[config.mk]
export PLATFORM = sky130hd
export DESIGN_NAME = dc_queue_flat
export DESIGN_NICKNAME = d
export VERILOG_FILES = /design/src/rtl/dc_pkg.sv /design/src/rtl/dc_queue_if.sv /design/src/rtl/rv32i_decode.sv /design/src/rtl/dc_queue.sv /design/src/flat_wrapper.sv
export SDC_FILE = /design/constraint.sdc
export NUM_CORES = 1
export LEC_CHECK = 0
export ABC_AREA = 1
export BUFFER_PORTS_ARGS = -buffer_cell sky130_fd_sc_hd__buf_2
export CAP_MARGIN = 10
export CORE_ASPECT_RATIO = 1.5
export CORE_MARGIN = 10
export CORE_UTILIZATION = 50
export DETAILED_ROUTE_END_ITERATION = 12
export PLACE_DENSITY = 0.68
export RECOVER_POWER = 25
export SLEW_MARGIN = 40
export SYNTH_ARGS = -nofsm -noshare
export SYNTH_HDL_FRONTEND = slang
export SYNTH_HIERARCHICAL = 1
export SYNTH_SLANG_ARGS = --single-unit
export TNS_END_PERCENT = 20
[constraint.sdc]
create_clock -name clk_in -period 5.6 [get_ports clk_in]
set_input_delay 1.12 -clock clk_in [delete_from_list [all_inputs] [get_ports clk_in]]
set_output_delay 1.12 -clock clk_in [all_outputs]
set_load 0.01 [all_outputs]
[src/rtl/dc_pkg.sv]
// ---------------------------------------------------------------------------
// dc_pkg
// Shared definitions for the buffered RV32I decode stage.
//   - internal 7-bit opcode encoding (OP_NONE = 0, OP_LUI = 1 ... OP_AND = 37)
//   - RV32I major-opcode constants (inst[6:0])
//   - entry_t: one decoded record as stored in the decode FIFO
// ---------------------------------------------------------------------------
package dc_pkg;

  localparam int unsigned DC_ADDR_WIDTH = 32;
  localparam int unsigned DC_REG_WIDTH  = 5;

  // Internal opcode encoding shared with the dispatcher
  localparam logic [6:0] OP_NONE  = 7'd0;
  localparam logic [6:0] OP_LUI   = 7'd1;
  localparam logic [6:0] OP_AUIPC = 7'd2;
  localparam logic [6:0] OP_JAL   = 7'd3;
  localparam logic [6:0] OP_JALR  = 7'd4;
  localparam logic [6:0] OP_BEQ   = 7'd5;
  localparam logic [6:0] OP_BNE   = 7'd6;
  localparam logic [6:0] OP_BLT   = 7'd7;
  localparam logic [6:0] OP_BGE   = 7'd8;
  localparam logic [6:0] OP_BLTU  = 7'd9;
  localparam logic [6:0] OP_BGEU  = 7'd10;
  localparam logic [6:0] OP_LB    = 7'd11;
  localparam logic [6:0] OP_LH    = 7'd12;
  localparam logic [6:0] OP_LW    = 7'd13;
  localparam logic [6:0] OP_LBU   = 7'd14;
  localparam logic [6:0] OP_LHU   = 7'd15;
  localparam logic [6:0] OP_SB    = 7'd16;
  localparam logic [6:0] OP_SH    = 7'd17;
  localparam logic [6:0] OP_SW    = 7'd18;
  localparam logic [6:0] OP_ADDI  = 7'd19;
  localparam logic [6:0] OP_SLTI  = 7'd20;
  localparam logic [6:0] OP_SLTIU = 7'd21;
  localparam logic [6:0] OP_XORI  = 7'd22;
  localparam logic [6:0] OP_ORI   = 7'd23;
  localparam logic [6:0] OP_ANDI  = 7'd24;
  localparam logic [6:0] OP_SLLI  = 7'd25;
  localparam logic [6:0] OP_SRLI  = 7'd26;
  localparam logic [6:0] OP_SRAI  = 7'd27;
  localparam logic [6:0] OP_ADD   = 7'd28;
  localparam logic [6:0] OP_SUB   = 7'd29;
  localparam logic [6:0] OP_SLL   = 7'd30;
  localparam logic [6:0] OP_SLT   = 7'd31;
  localparam logic [6:0] OP_SLTU  = 7'd32;
  localparam logic [6:0] OP_XOR   = 7'd33;
  localparam logic [6:0] OP_SRL   = 7'd34;
  localparam logic [6:0] OP_SRA   = 7'd35;
  localparam logic [6:0] OP_OR    = 7'd36;
  localparam logic [6:0] OP_AND   = 7'd37;

  // RV32I major opcodes (inst[6:0])
  localparam logic [6:0] MAJ_LUI    = 7'b0110111;
  localparam logic [6:0] MAJ_AUIPC  = 7'b0010111;
  localparam logic [6:0] MAJ_JAL    = 7'b1101111;
  localparam logic [6:0] MAJ_JALR   = 7'b1100111;
  localparam logic [6:0] MAJ_BRANCH = 7'b1100011;
  localparam logic [6:0] MAJ_LOAD   = 7'b0000011;
  localparam logic [6:0] MAJ_STORE  = 7'b0100011;
  localparam logic [6:0] MAJ_OP_IMM = 7'b0010011;
  localparam logic [6:0] MAJ_OP     = 7'b0110011;

  typedef struct packed {
    logic [DC_ADDR_WIDTH-1:0] pc;
    logic [6:0]               opcode;
    logic [DC_REG_WIDTH-1:0]  rs1;
    logic [DC_REG_WIDTH-1:0]  rs2;
    logic [DC_REG_WIDTH-1:0]  rd;
    logic [31:0]              imm;
    logic                     illegal;
  } entry_t;

endpackage

[src/rtl/dc_queue_if.sv]
// ---------------------------------------------------------------------------
// dc_queue_if
// Fetcher-side and dispatcher-side handshake bundle of the decode queue.
//   master : the decode queue (consumes IF2DC_*, DP2DC_query_inst;
//            drives DC2IF_full and DC2DP_*)
//   slave  : the surrounding fetcher/dispatcher environment
// ---------------------------------------------------------------------------
interface dc_queue_if #(
  parameter int ADDR_WIDTH = 32,
  parameter int REG_WIDTH  = 5
);

  logic                  IF2DC_en;
  logic [ADDR_WIDTH-1:0] IF2DC_pc;
  logic [31:0]           IF2DC_inst;
  logic                  DC2IF_full;

  logic                  DP2DC_query_inst;
  logic                  DC2DP_en;
  logic [ADDR_WIDTH-1:0] DC2DP_pc;
  logic [6:0]            DC2DP_opcode;
  logic [REG_WIDTH-1:0]  DC2DP_rs1;
  logic [REG_WIDTH-1:0]  DC2DP_rs2;
  logic [REG_WIDTH-1:0]  DC2DP_rd;
  logic [31:0]           DC2DP_imm;
  logic                  DC2DP_illegal;

  modport master (
    input  IF2DC_en, IF2DC_pc, IF2DC_inst, DP2DC_query_inst,
    output DC2IF_full, DC2DP_en, DC2DP_pc, DC2DP_opcode,
           DC2DP_rs1, DC2DP_rs2, DC2DP_rd, DC2DP_imm, DC2DP_illegal
  );

  modport slave (
    output IF2DC_en, IF2DC_pc, IF2DC_inst, DP2DC_query_inst,
    input  DC2IF_full, DC2DP_en, DC2DP_pc, DC2DP_opcode,
           DC2DP_rs1, DC2DP_rs2, DC2DP_rd, DC2DP_imm, DC2DP_illegal
  );

endinterface

[src/rtl/rv32i_decode.sv]
// ---------------------------------------------------------------------------
// rv32i_decode
// Purely combinational RV32I decoder: raw instruction -> decoded entry.
//   pc_in     : PC of the instruction, copied into the record
//   inst_in   : raw 32-bit instruction word
//   entry_out : internal opcode, register fields, sign-extended immediate,
//               illegal flag
// Fields a format does not use are forced to zero so the dispatcher never
// sees stale register indices. Illegal encodings report opcode 0 and imm 0.
// ---------------------------------------------------------------------------
module rv32i_decode
  import dc_pkg::*;
(
  input  logic [DC_ADDR_WIDTH-1:0] pc_in,
  input  logic [31:0]              inst_in,
  output entry_t                   entry_out
);

  logic [2:0]  funct3;
  logic [31:0] imm_i, imm_s, imm_b, imm_j, imm_u, imm_sh;
  logic [6:0]  opcode;
  logic [31:0] imm;
  logic        illegal;
  logic        use_rs1, use_rs2, use_rd;

  assign funct3 = inst_in[14:12];
  assign imm_i  = {{20{inst_in[31]}}, inst_in[31:20]};
  assign imm_s  = {{20{inst_in[31]}}, inst_in[31:25], inst_in[11:7]};
  assign imm_b  = {{19{inst_in[31]}}, inst_in[31], inst_in[7],
                   inst_in[30:25], inst_in[11:8], 1'b0};
  assign imm_j  = {{11{inst_in[31]}}, inst_in[31], inst_in[19:12],
                   inst_in[20], inst_in[30:21], 1'b0};
  assign imm_u  = {inst_in[31:12], 12'b0};
  assign imm_sh = {27'b0, inst_in[24:20]};

  // Opcode/immediate selection per major opcode; register-use flags decide
  // which index fields survive into the record.
  always_comb begin
    opcode  = OP_NONE;
    imm     = '0;
    illegal = 1'b0;
    use_rs1 = 1'b1;
    use_rs2 = 1'b0;
    use_rd  = 1'b1;
    case (inst_in[6:0])
      MAJ_LUI: begin
        opcode  = OP_LUI;
        imm     = imm_u;
        use_rs1 = 1'b0;
      end
      MAJ_AUIPC: begin
        opcode  = OP_AUIPC;
        imm     = imm_u;
        use_rs1 = 1'b0;
      end
      MAJ_JAL: begin
        opcode  = OP_JAL;
        imm     = imm_j;
        use_rs1 = 1'b0;
      end
      MAJ_JALR: begin
        opcode = OP_JALR;
        imm    = imm_i;
      end
      MAJ_BRANCH: begin
        imm     = imm_b;
        use_rs2 = 1'b1;
        use_rd  = 1'b0;
        case (funct3)
          3'b000:  opcode = OP_BEQ;
          3'b001:  opcode = OP_BNE;
          3'b100:  opcode = OP_BLT;
          3'b101:  opcode = OP_BGE;
          3'b110:  opcode = OP_BLTU;
          3'b111:  opcode = OP_BGEU;
          default: illegal = 1'b1;
        endcase
      end
      MAJ_LOAD: begin
        imm = imm_i;
        case (funct3)
          3'b000:  opcode = OP_LB;
          3'b001:  opcode = OP_LH;
          3'b010:  opcode = OP_LW;
          3'b100:  opcode = OP_LBU;
          3'b101:  opcode = OP_LHU;
          default: illegal = 1'b1;
        endcase
      end
      MAJ_STORE: begin
        imm     = imm_s;
        use_rs2 = 1'b1;
        use_rd  = 1'b0;
        case (funct3)
          3'b000:  opcode = OP_SB;
          3'b001:  opcode = OP_SH;
          3'b010:  opcode = OP_SW;
          default: illegal = 1'b1;
        endcase
      end
      MAJ_OP_IMM: begin
        imm = imm_i;
        case (funct3)
          3'b000: opcode = OP_ADDI;
          3'b001: begin
            opcode = OP_SLLI;
            imm    = imm_sh;
          end
          3'b010: opcode = OP_SLTI;
          3'b011: opcode = OP_SLTIU;
          3'b100: opcode = OP_XORI;
          3'b101: begin
            // inst[30] distinguishes arithmetic from logical right shift
            opcode = inst_in[30] ? OP_SRAI : OP_SRLI;
            imm    = imm_sh;
          end
          3'b110: opcode = OP_ORI;
          default: opcode = OP_ANDI;
        endcase
      end
      MAJ_OP: begin
        use_rs2 = 1'b1;
        case (funct3)
          3'b000: opcode = inst_in[30] ? OP_SUB : OP_ADD;
          3'b001: opcode = OP_SLL;
          3'b010: opcode = OP_SLT;
          3'b011: opcode = OP_SLTU;
          3'b100: opcode = OP_XOR;
          3'b101: opcode = inst_in[30] ? OP_SRA : OP_SRL;
          3'b110: opcode = OP_OR;
          default: opcode = OP_AND;
        endcase
      end
      default: illegal = 1'b1;
    endcase

    // An illegal word carries no meaningful payload
    if (illegal) begin
      opcode  = OP_NONE;
      imm     = '0;
      use_rs1 = 1'b0;
      use_rs2 = 1'b0;
      use_rd  = 1'b0;
    end
  end

  always_comb begin
    entry_out         = '0;
    entry_out.pc      = pc_in;
    entry_out.opcode  = opcode;
    entry_out.rs1     = use_rs1 ? inst_in[19:15] : '0;
    entry_out.rs2     = use_rs2 ? inst_in[24:20] : '0;
    entry_out.rd      = use_rd  ? inst_in[11:7]  : '0;
    entry_out.imm     = imm;
    entry_out.illegal = illegal;
  end

endmodule

[src/rtl/dc_queue.sv]
// ---------------------------------------------------------------------------
// dc_queue
// Buffered decode stage: decodes each accepted fetch word and holds the
// record in a DEPTH-entry FIFO until the dispatcher pops it.
//   clk_in   : system clock
//   rst_in   : asynchronous active-low reset, empties the queue
//   rdy_in   : when low, pointers, count and storage hold
//   flush_in : discards every buffered entry on the next edge
//   bus      : dc_queue_if.master (fetch offer/full, dispatcher pop/head)
// The head record is read combinationally from registered storage; valid
// and full are decoded straight from the count register.
// ---------------------------------------------------------------------------
module dc_queue
  import dc_pkg::*;
#(
  parameter int ADDR_WIDTH = DC_ADDR_WIDTH,
  parameter int REG_WIDTH  = DC_REG_WIDTH,
  parameter int DEPTH      = 4
) (
  input  logic          clk_in,
  input  logic          rst_in,
  input  logic          rdy_in,
  input  logic          flush_in,
  dc_queue_if.master    bus
);

  localparam int PTR_W = $clog2(DEPTH);
  localparam int CNT_W = PTR_W + 1;

  logic [PTR_W-1:0] head_q, head_d;
  logic [PTR_W-1:0] tail_q, tail_d;
  logic [CNT_W-1:0] count_q, count_d;
  entry_t           mem_q [DEPTH];
  entry_t           mem_d [DEPTH];

  entry_t dec_entry;
  entry_t head_entry;
  logic   full, empty, push, pop;

  rv32i_decode u_decode (
    .pc_in     (DC_ADDR_WIDTH'(bus.IF2DC_pc)),
    .inst_in   (bus.IF2DC_inst),
    .entry_out (dec_entry)
  );

  assign full  = (count_q == CNT_W'(DEPTH));
  assign empty = (count_q == '0);
  // A pop in the same cycle never frees room for a push while full
  assign push  = bus.IF2DC_en && !full && !flush_in && rdy_in;
  assign pop   = bus.DP2DC_query_inst && !empty && !flush_in && rdy_in;

  // Next-state: flush wins over everything but reset; otherwise push writes
  // at tail and pop retires head, with count tracking the net change.
  always_comb begin
    head_d  = head_q;
    tail_d  = tail_q;
    count_d = count_q;
    mem_d   = mem_q;
    if (flush_in) begin
      head_d  = '0;
      tail_d  = '0;
      count_d = '0;
    end else begin
      if (push) begin
        mem_d[tail_q] = dec_entry;
        tail_d        = tail_q + PTR_W'(1);
      end
      if (pop) begin
        head_d = head_q + PTR_W'(1);
      end
      case ({push, pop})
        2'b10:   count_d = count_q + CNT_W'(1);
        2'b01:   count_d = count_q - CNT_W'(1);
        default: count_d = count_q;
      endcase
    end
  end

  always_ff @(posedge clk_in or negedge rst_in) begin
    if (!rst_in) begin
      head_q  <= '0;
      tail_q  <= '0;
      count_q <= '0;
      for (int i = 0; i < DEPTH; i++) begin
        mem_q[i] <= '0;
      end
    end else begin
      head_q  <= head_d;
      tail_q  <= tail_d;
      count_q <= count_d;
      mem_q   <= mem_d;
    end
  end

  // Head view is blanked while empty so the dispatcher sees clean zeros
  assign head_entry = mem_q[head_q];

  assign bus.DC2DP_en      = !empty;
  assign bus.DC2IF_full    = full;
  assign bus.DC2DP_pc      = empty ? '0 : ADDR_WIDTH'(head_entry.pc);
  assign bus.DC2DP_opcode  = empty ? '0 : head_entry.opcode;
  assign bus.DC2DP_rs1     = empty ? '0 : REG_WIDTH'(head_entry.rs1);
  assign bus.DC2DP_rs2     = empty ? '0 : REG_WIDTH'(head_entry.rs2);
  assign bus.DC2DP_rd      = empty ? '0 : REG_WIDTH'(head_entry.rd);
  assign bus.DC2DP_imm     = empty ? '0 : head_entry.imm;
  assign bus.DC2DP_illegal = empty ? 1'b0 : head_entry.illegal;

endmodule
[src/flat_wrapper.sv]
// flat-port wrapper written by rule: the top's interface ports become plain ports
module dc_queue_flat import dc_pkg::*;
#(
  parameter int ADDR_WIDTH = DC_ADDR_WIDTH,
  parameter int REG_WIDTH  = DC_REG_WIDTH,
  parameter int DEPTH      = 4
)
  (clk_in, rst_in, rdy_in, flush_in, bus_IF2DC_en, bus_IF2DC_pc, bus_IF2DC_inst, bus_DP2DC_query_inst, bus_DC2IF_full, bus_DC2DP_en, bus_DC2DP_pc, bus_DC2DP_opcode, bus_DC2DP_rs1, bus_DC2DP_rs2, bus_DC2DP_rd, bus_DC2DP_imm, bus_DC2DP_illegal);
  dc_queue_if #(.ADDR_WIDTH(ADDR_WIDTH), .REG_WIDTH(REG_WIDTH)) bus_i ();
  input  logic clk_in;
  input  logic rst_in;
  input  logic rdy_in;
  input  logic flush_in;
  input wire logic [$bits(bus_i.IF2DC_en)-1:0] bus_IF2DC_en;
  input wire logic [$bits(bus_i.IF2DC_pc)-1:0] bus_IF2DC_pc;
  input wire logic [$bits(bus_i.IF2DC_inst)-1:0] bus_IF2DC_inst;
  input wire logic [$bits(bus_i.DP2DC_query_inst)-1:0] bus_DP2DC_query_inst;
  output wire logic [$bits(bus_i.DC2IF_full)-1:0] bus_DC2IF_full;
  output wire logic [$bits(bus_i.DC2DP_en)-1:0] bus_DC2DP_en;
  output wire logic [$bits(bus_i.DC2DP_pc)-1:0] bus_DC2DP_pc;
  output wire logic [$bits(bus_i.DC2DP_opcode)-1:0] bus_DC2DP_opcode;
  output wire logic [$bits(bus_i.DC2DP_rs1)-1:0] bus_DC2DP_rs1;
  output wire logic [$bits(bus_i.DC2DP_rs2)-1:0] bus_DC2DP_rs2;
  output wire logic [$bits(bus_i.DC2DP_rd)-1:0] bus_DC2DP_rd;
  output wire logic [$bits(bus_i.DC2DP_imm)-1:0] bus_DC2DP_imm;
  output wire logic [$bits(bus_i.DC2DP_illegal)-1:0] bus_DC2DP_illegal;
  assign bus_i.IF2DC_en = bus_IF2DC_en;
  assign bus_i.IF2DC_pc = bus_IF2DC_pc;
  assign bus_i.IF2DC_inst = bus_IF2DC_inst;
  assign bus_i.DP2DC_query_inst = bus_DP2DC_query_inst;
  assign bus_DC2IF_full = bus_i.DC2IF_full;
  assign bus_DC2DP_en = bus_i.DC2DP_en;
  assign bus_DC2DP_pc = bus_i.DC2DP_pc;
  assign bus_DC2DP_opcode = bus_i.DC2DP_opcode;
  assign bus_DC2DP_rs1 = bus_i.DC2DP_rs1;
  assign bus_DC2DP_rs2 = bus_i.DC2DP_rs2;
  assign bus_DC2DP_rd = bus_i.DC2DP_rd;
  assign bus_DC2DP_imm = bus_i.DC2DP_imm;
  assign bus_DC2DP_illegal = bus_i.DC2DP_illegal;
  dc_queue #(.ADDR_WIDTH(ADDR_WIDTH), .REG_WIDTH(REG_WIDTH), .DEPTH(DEPTH)) u_core (.clk_in(clk_in), .rst_in(rst_in), .rdy_in(rdy_in), .flush_in(flush_in), .bus(bus_i));
endmodule
==> load_flow_metrics.sql <==
INSERT INTO impl_metrics (metric_group, metric, value, unit) VALUES
('clocking', 'numCtsBuffers', '37', ''),
('cells_and_area', 'highest_count_cells_in_the_layout_ignoring_fill_and_taps', 'sky130_fd_sc_hd__nand2_1 (633), sky130_fd_sc_hd__o21ai_0 (540), sky130_fd_sc_hd__dfrtp_1 (353)', ''),
('global_route', 'globalRoute.totalOverflow', '0', ''),
('floorplan', 'boundary_pins', '159', ''),
('clocking', 'ctsHtreeMaxLevel', '2', ''),
('synth', 'syn-cell-area', '18190', 'µm²'),
('clocking', 'cts_post_setup_buffers_inserted', '0', ''),
('timing', 'finalCritPeriodShare', '0.7572', ''),
('routing', 'drt_drc_violations_left', '0', ''),
('floorplan', 'start_util', '0.5061', ''),
('power_and_ir_drop', 'vdd_ir_drop_max', '0.2402', 'mV'),
('routing', 'wl', '53.07', 'mm'),
('synth', 'synth.net_count', '2476', ''),
('power_and_ir_drop', 'power_density', '328.5', 'nW/µm²'),
('synth', 'synth_edf_count', '0', ''),
('critical_path', 'setup.worst_path.class', 'reg -> out', ''),
('run', 'cap_viol_max_count', '1', ''),
('global_route', 'grt_antenna_before_repair', '0', ''),
('synth', 'synth_top_area_cell', 'sky130_fd_sc_hd__dfrtp_1', ''),
('cells_and_area', 'syn_to_final_growth', '10.79', '%'),
('clocking', 'post_cts_resize_count', '0', ''),
('cells_and_area', 'insertedDiodeCount', '0', ''),
('synth', 'synth_top_cell_area_share', '0.4883', ''),
('global_route', 'first_global_vias', '15760', ''),
('timing', 'fmaxAchievable', '0.2358', 'GHz'),
('routing', 'drt-pass1-iter-count', '5', ''),
('cells_and_area', 'layout.cells.most_common', 'sky130_fd_sc_hd__nand2_1', ''),
('critical_path', 'crit_arrival', '3120', 'ps'),
('floorplan', 'die_area', '44570', 'µm²'),
('floorplan', 'floorplan.core_area', '35950', 'µm²'),
('placed_design', 'hpwl_reported_at_the_end_of_detailed_placement', '32.64', 'mm'),
('synth', 'fraction_of_the_yosys_area_taken_by_sequential_cells', '0.4883', ''),
('floorplan', 'die_y', '253.6', 'µm'),
('outcome', 'violations', 'max-capacitance violations, max-slew violations', ''),
('clocking', 'cts_hold_buf', '0', ''),
('timing', 'tightestPinTransition', '3092', 'ps'),
('synth', 'yosys_register_bits', '355', ''),
('global_route', 'track_usage', '0.2339', ''),
('outcome', 'run_status', 'finished with violations', ''),
('cells_and_area', 'nNetsFinal', '2498', ''),
('critical_path', 'slowest_cell_delay_on_critical_path', '620', 'ps'),
('critical_path', 'path_max_fanout', '106', ''),
('floorplan', 'die_w', '175.8', 'µm'),
('routing', 'wire_length_per_cell_after_detailed_routing', '18.13', 'µm'),
('clocking', 'tritoncts', 'done', ''),
('synth', 'post_synth_main_area_contributors', 'sky130_fd_sc_hd__dfrtp_1 (49%), sky130_fd_sc_hd__o21ai_0 (15%), sky130_fd_sc_hd__nand2_1 (13%)', ''),
('timing', 'holdWs', '490.6', 'ps'),
('routing', 'met2WireLength', '26.82', 'mm'),
('synth', 'synth_cell_types', '34', ''),
('clocking', 'cts.clk_slew.worst_paths', '60', 'ps'),
('placed_design', 'finalWeightedCongestion', '0.9212', ''),
('routing', 'detailroute.wirelength.met3', '3.137', 'mm'),
('critical_path', 'cp.buffers_inverters', '5', ''),
('timing', 'final.setup_skew', '8.866', 'ps'),
('critical_path', 'path_cells', 'buf_12 > buf_16 > inv_6 > buf_4 > a21oi_1 > o21ai_0 > a21oi_1 > buf_2', ''),
('timing', 'slew_headroom', '-1.061', ''),
('critical_path', 'crit_path_start_kind', 'flop', ''),
('synth', 'postSynthAreaPerCell', '7.578', 'µm²'),
('synth', 'synth-async-reset-ratio', '1.000', ''),
('clocking', 'cts_root_buf', 'sky130_fd_sc_hd__clkbuf_16', ''),
('routing', 'vias_per_cell', '5.494', ''),
('cells_and_area', 'post_route_cells_drive_above_1_share', '0.1192', ''),
('critical_path', 'worstSetupEndpointType', 'output pin', ''),
('clocking', 'cts.sink_count', '355', ''),
('floorplan', 'rows', '85', ''),
('global_route', 'largest_net_degree_at_the_start_of_global_routing', '135', ''),
('routing', 'drtAntennaViolNets', '0', ''),
('timing', 'slew_violations', '47', ''),
('critical_path', 'required', '4480', 'ps'),
('synth', 'synthCells', '2401', ''),
('critical_path', 'crit_top_cell', 'sky130_fd_sc_hd__a21oi_1', '');
## cells in the mapped netlist (2+ instances only)
library cell / number
sky130_fd_sc_hd__buf_6: 11
sky130_fd_sc_hd__ha_1: 4
sky130_fd_sc_hd__nor2_2: 13
sky130_fd_sc_hd__nor3_1: 2
sky130_fd_sc_hd__nand2_4: 2
sky130_fd_sc_hd__clkbuf_1: 71
sky130_fd_sc_hd__buf_1: 22
sky130_fd_sc_hd__nor2_1: 41
sky130_fd_sc_hd__nor2_4: 5
sky130_fd_sc_hd__buf_4: 51
sky130_fd_sc_hd__inv_2: 11
sky130_fd_sc_hd__o21ai_0: 540
sky130_fd_sc_hd__nand3_1: 48
sky130_fd_sc_hd__dfrtp_1: 355
sky130_fd_sc_hd__nand2_2: 5
sky130_fd_sc_hd__buf_2: 48
sky130_fd_sc_hd__nand4_1: 3
sky130_fd_sc_hd__inv_1: 251
sky130_fd_sc_hd__a21oi_1: 269
sky130_fd_sc_hd__nand2_1: 633
sky130_fd_sc_hd__a21oi_2: 3
## worst register-to-register path, cell delays in order (launching register included)
cell and delay (ps):
sky130_fd_sc_hd__dfrtp_4 620, sky130_fd_sc_hd__buf_12 230, sky130_fd_sc_hd__buf_16 170, sky130_fd_sc_hd__inv_6 560, sky130_fd_sc_hd__buf_4 470, sky130_fd_sc_hd__o21ai_0 160
sky130_fd_sc_hd__nand2_1 90, sky130_fd_sc_hd__inv_1 30
## kinds of logic (layout without fill, tap and decap cells)
logic type,count (synthesis),after routing,share of synthesized area
AOI/OAI and AO/OA,818,818,0.2265
xor gates and xnor gates,1,1,0.0004815
adders and majority gates,5,5,0.003851
buffers and inverters,467,515,0.1148
DFF,355,355,0.4883
other,1,1,0.0002061
and+or+nand+nor,754,754,0.1659
## metal layers
metal | GRT usage | vias to the layer above
met5 | 0 | -
met4 | 0.08038 | 0
met3 | 0.03610 | 84
met2 | 0.4092 | 501
met1 | 0.2870 | 7768
li1 | - | 7728
## power by group
part	leakage (nW)	total (mW)	switching (mW)	internal (mW)
Combinational	5.25	0.868	0.603	0.265
Sequential	4.41	3.14	0.133	3.01
Clock	0.623	2.61	1.05	1.56
## path summary, 6_finish.rpt
| path | from | end | cells past startpoint |
|---|---|---|---|
| setup / recovery | u_core/head_q[0] | bus_DC2DP_pc[30] | 8 |
| hold / removal | u_core/mem_q[79] | u_core/mem_q[79] | 2 |
| setup reg to reg | u_core/head_q[0] | u_core/head_q[0] | 7 |
| hold reg to reg | u_core/mem_q[79] | u_core/mem_q[79] | 2 |
| max in group asynchronous | rst_in | u_core/mem_q[295] | 2 |
| min in group asynchronous | rst_in | u_core/mem_q[99] | 1 |
## cell type report
type	instances	area (µm²)
multi-input cells	1579	7244
repair buffers	187	1157
well taps	478	598.1
clock buffers	50	1055
clock inverters	15	216.5
flip-flops and latches	355	8891
fillers	3417	15790
inverters	263	994.7
## metrics by stage
step	utilization	worst slack (ps)	instance area [µm²]	cells	power [mW]
CTS	0.5600	1348	20130	2926	6.670
finish	0.5607	1359	20160	2927	6.622
floorplan	-	3067	18190	2401	3.746
detailed placement	0.5246	1917	18860	2861	4.053
global route	0.5607	1188	20160	2927	6.942
global placement	0.5220	1809	18760	2858	4.000
## flip-flops by register name, summed over array words and instances (netlist names)
name	count
u_core/mem_q	348
u_core/tail_q	2
u_core/head_q	2
u_core/count_q	3
No activity file was read; power rests on OpenSTA's default activity.
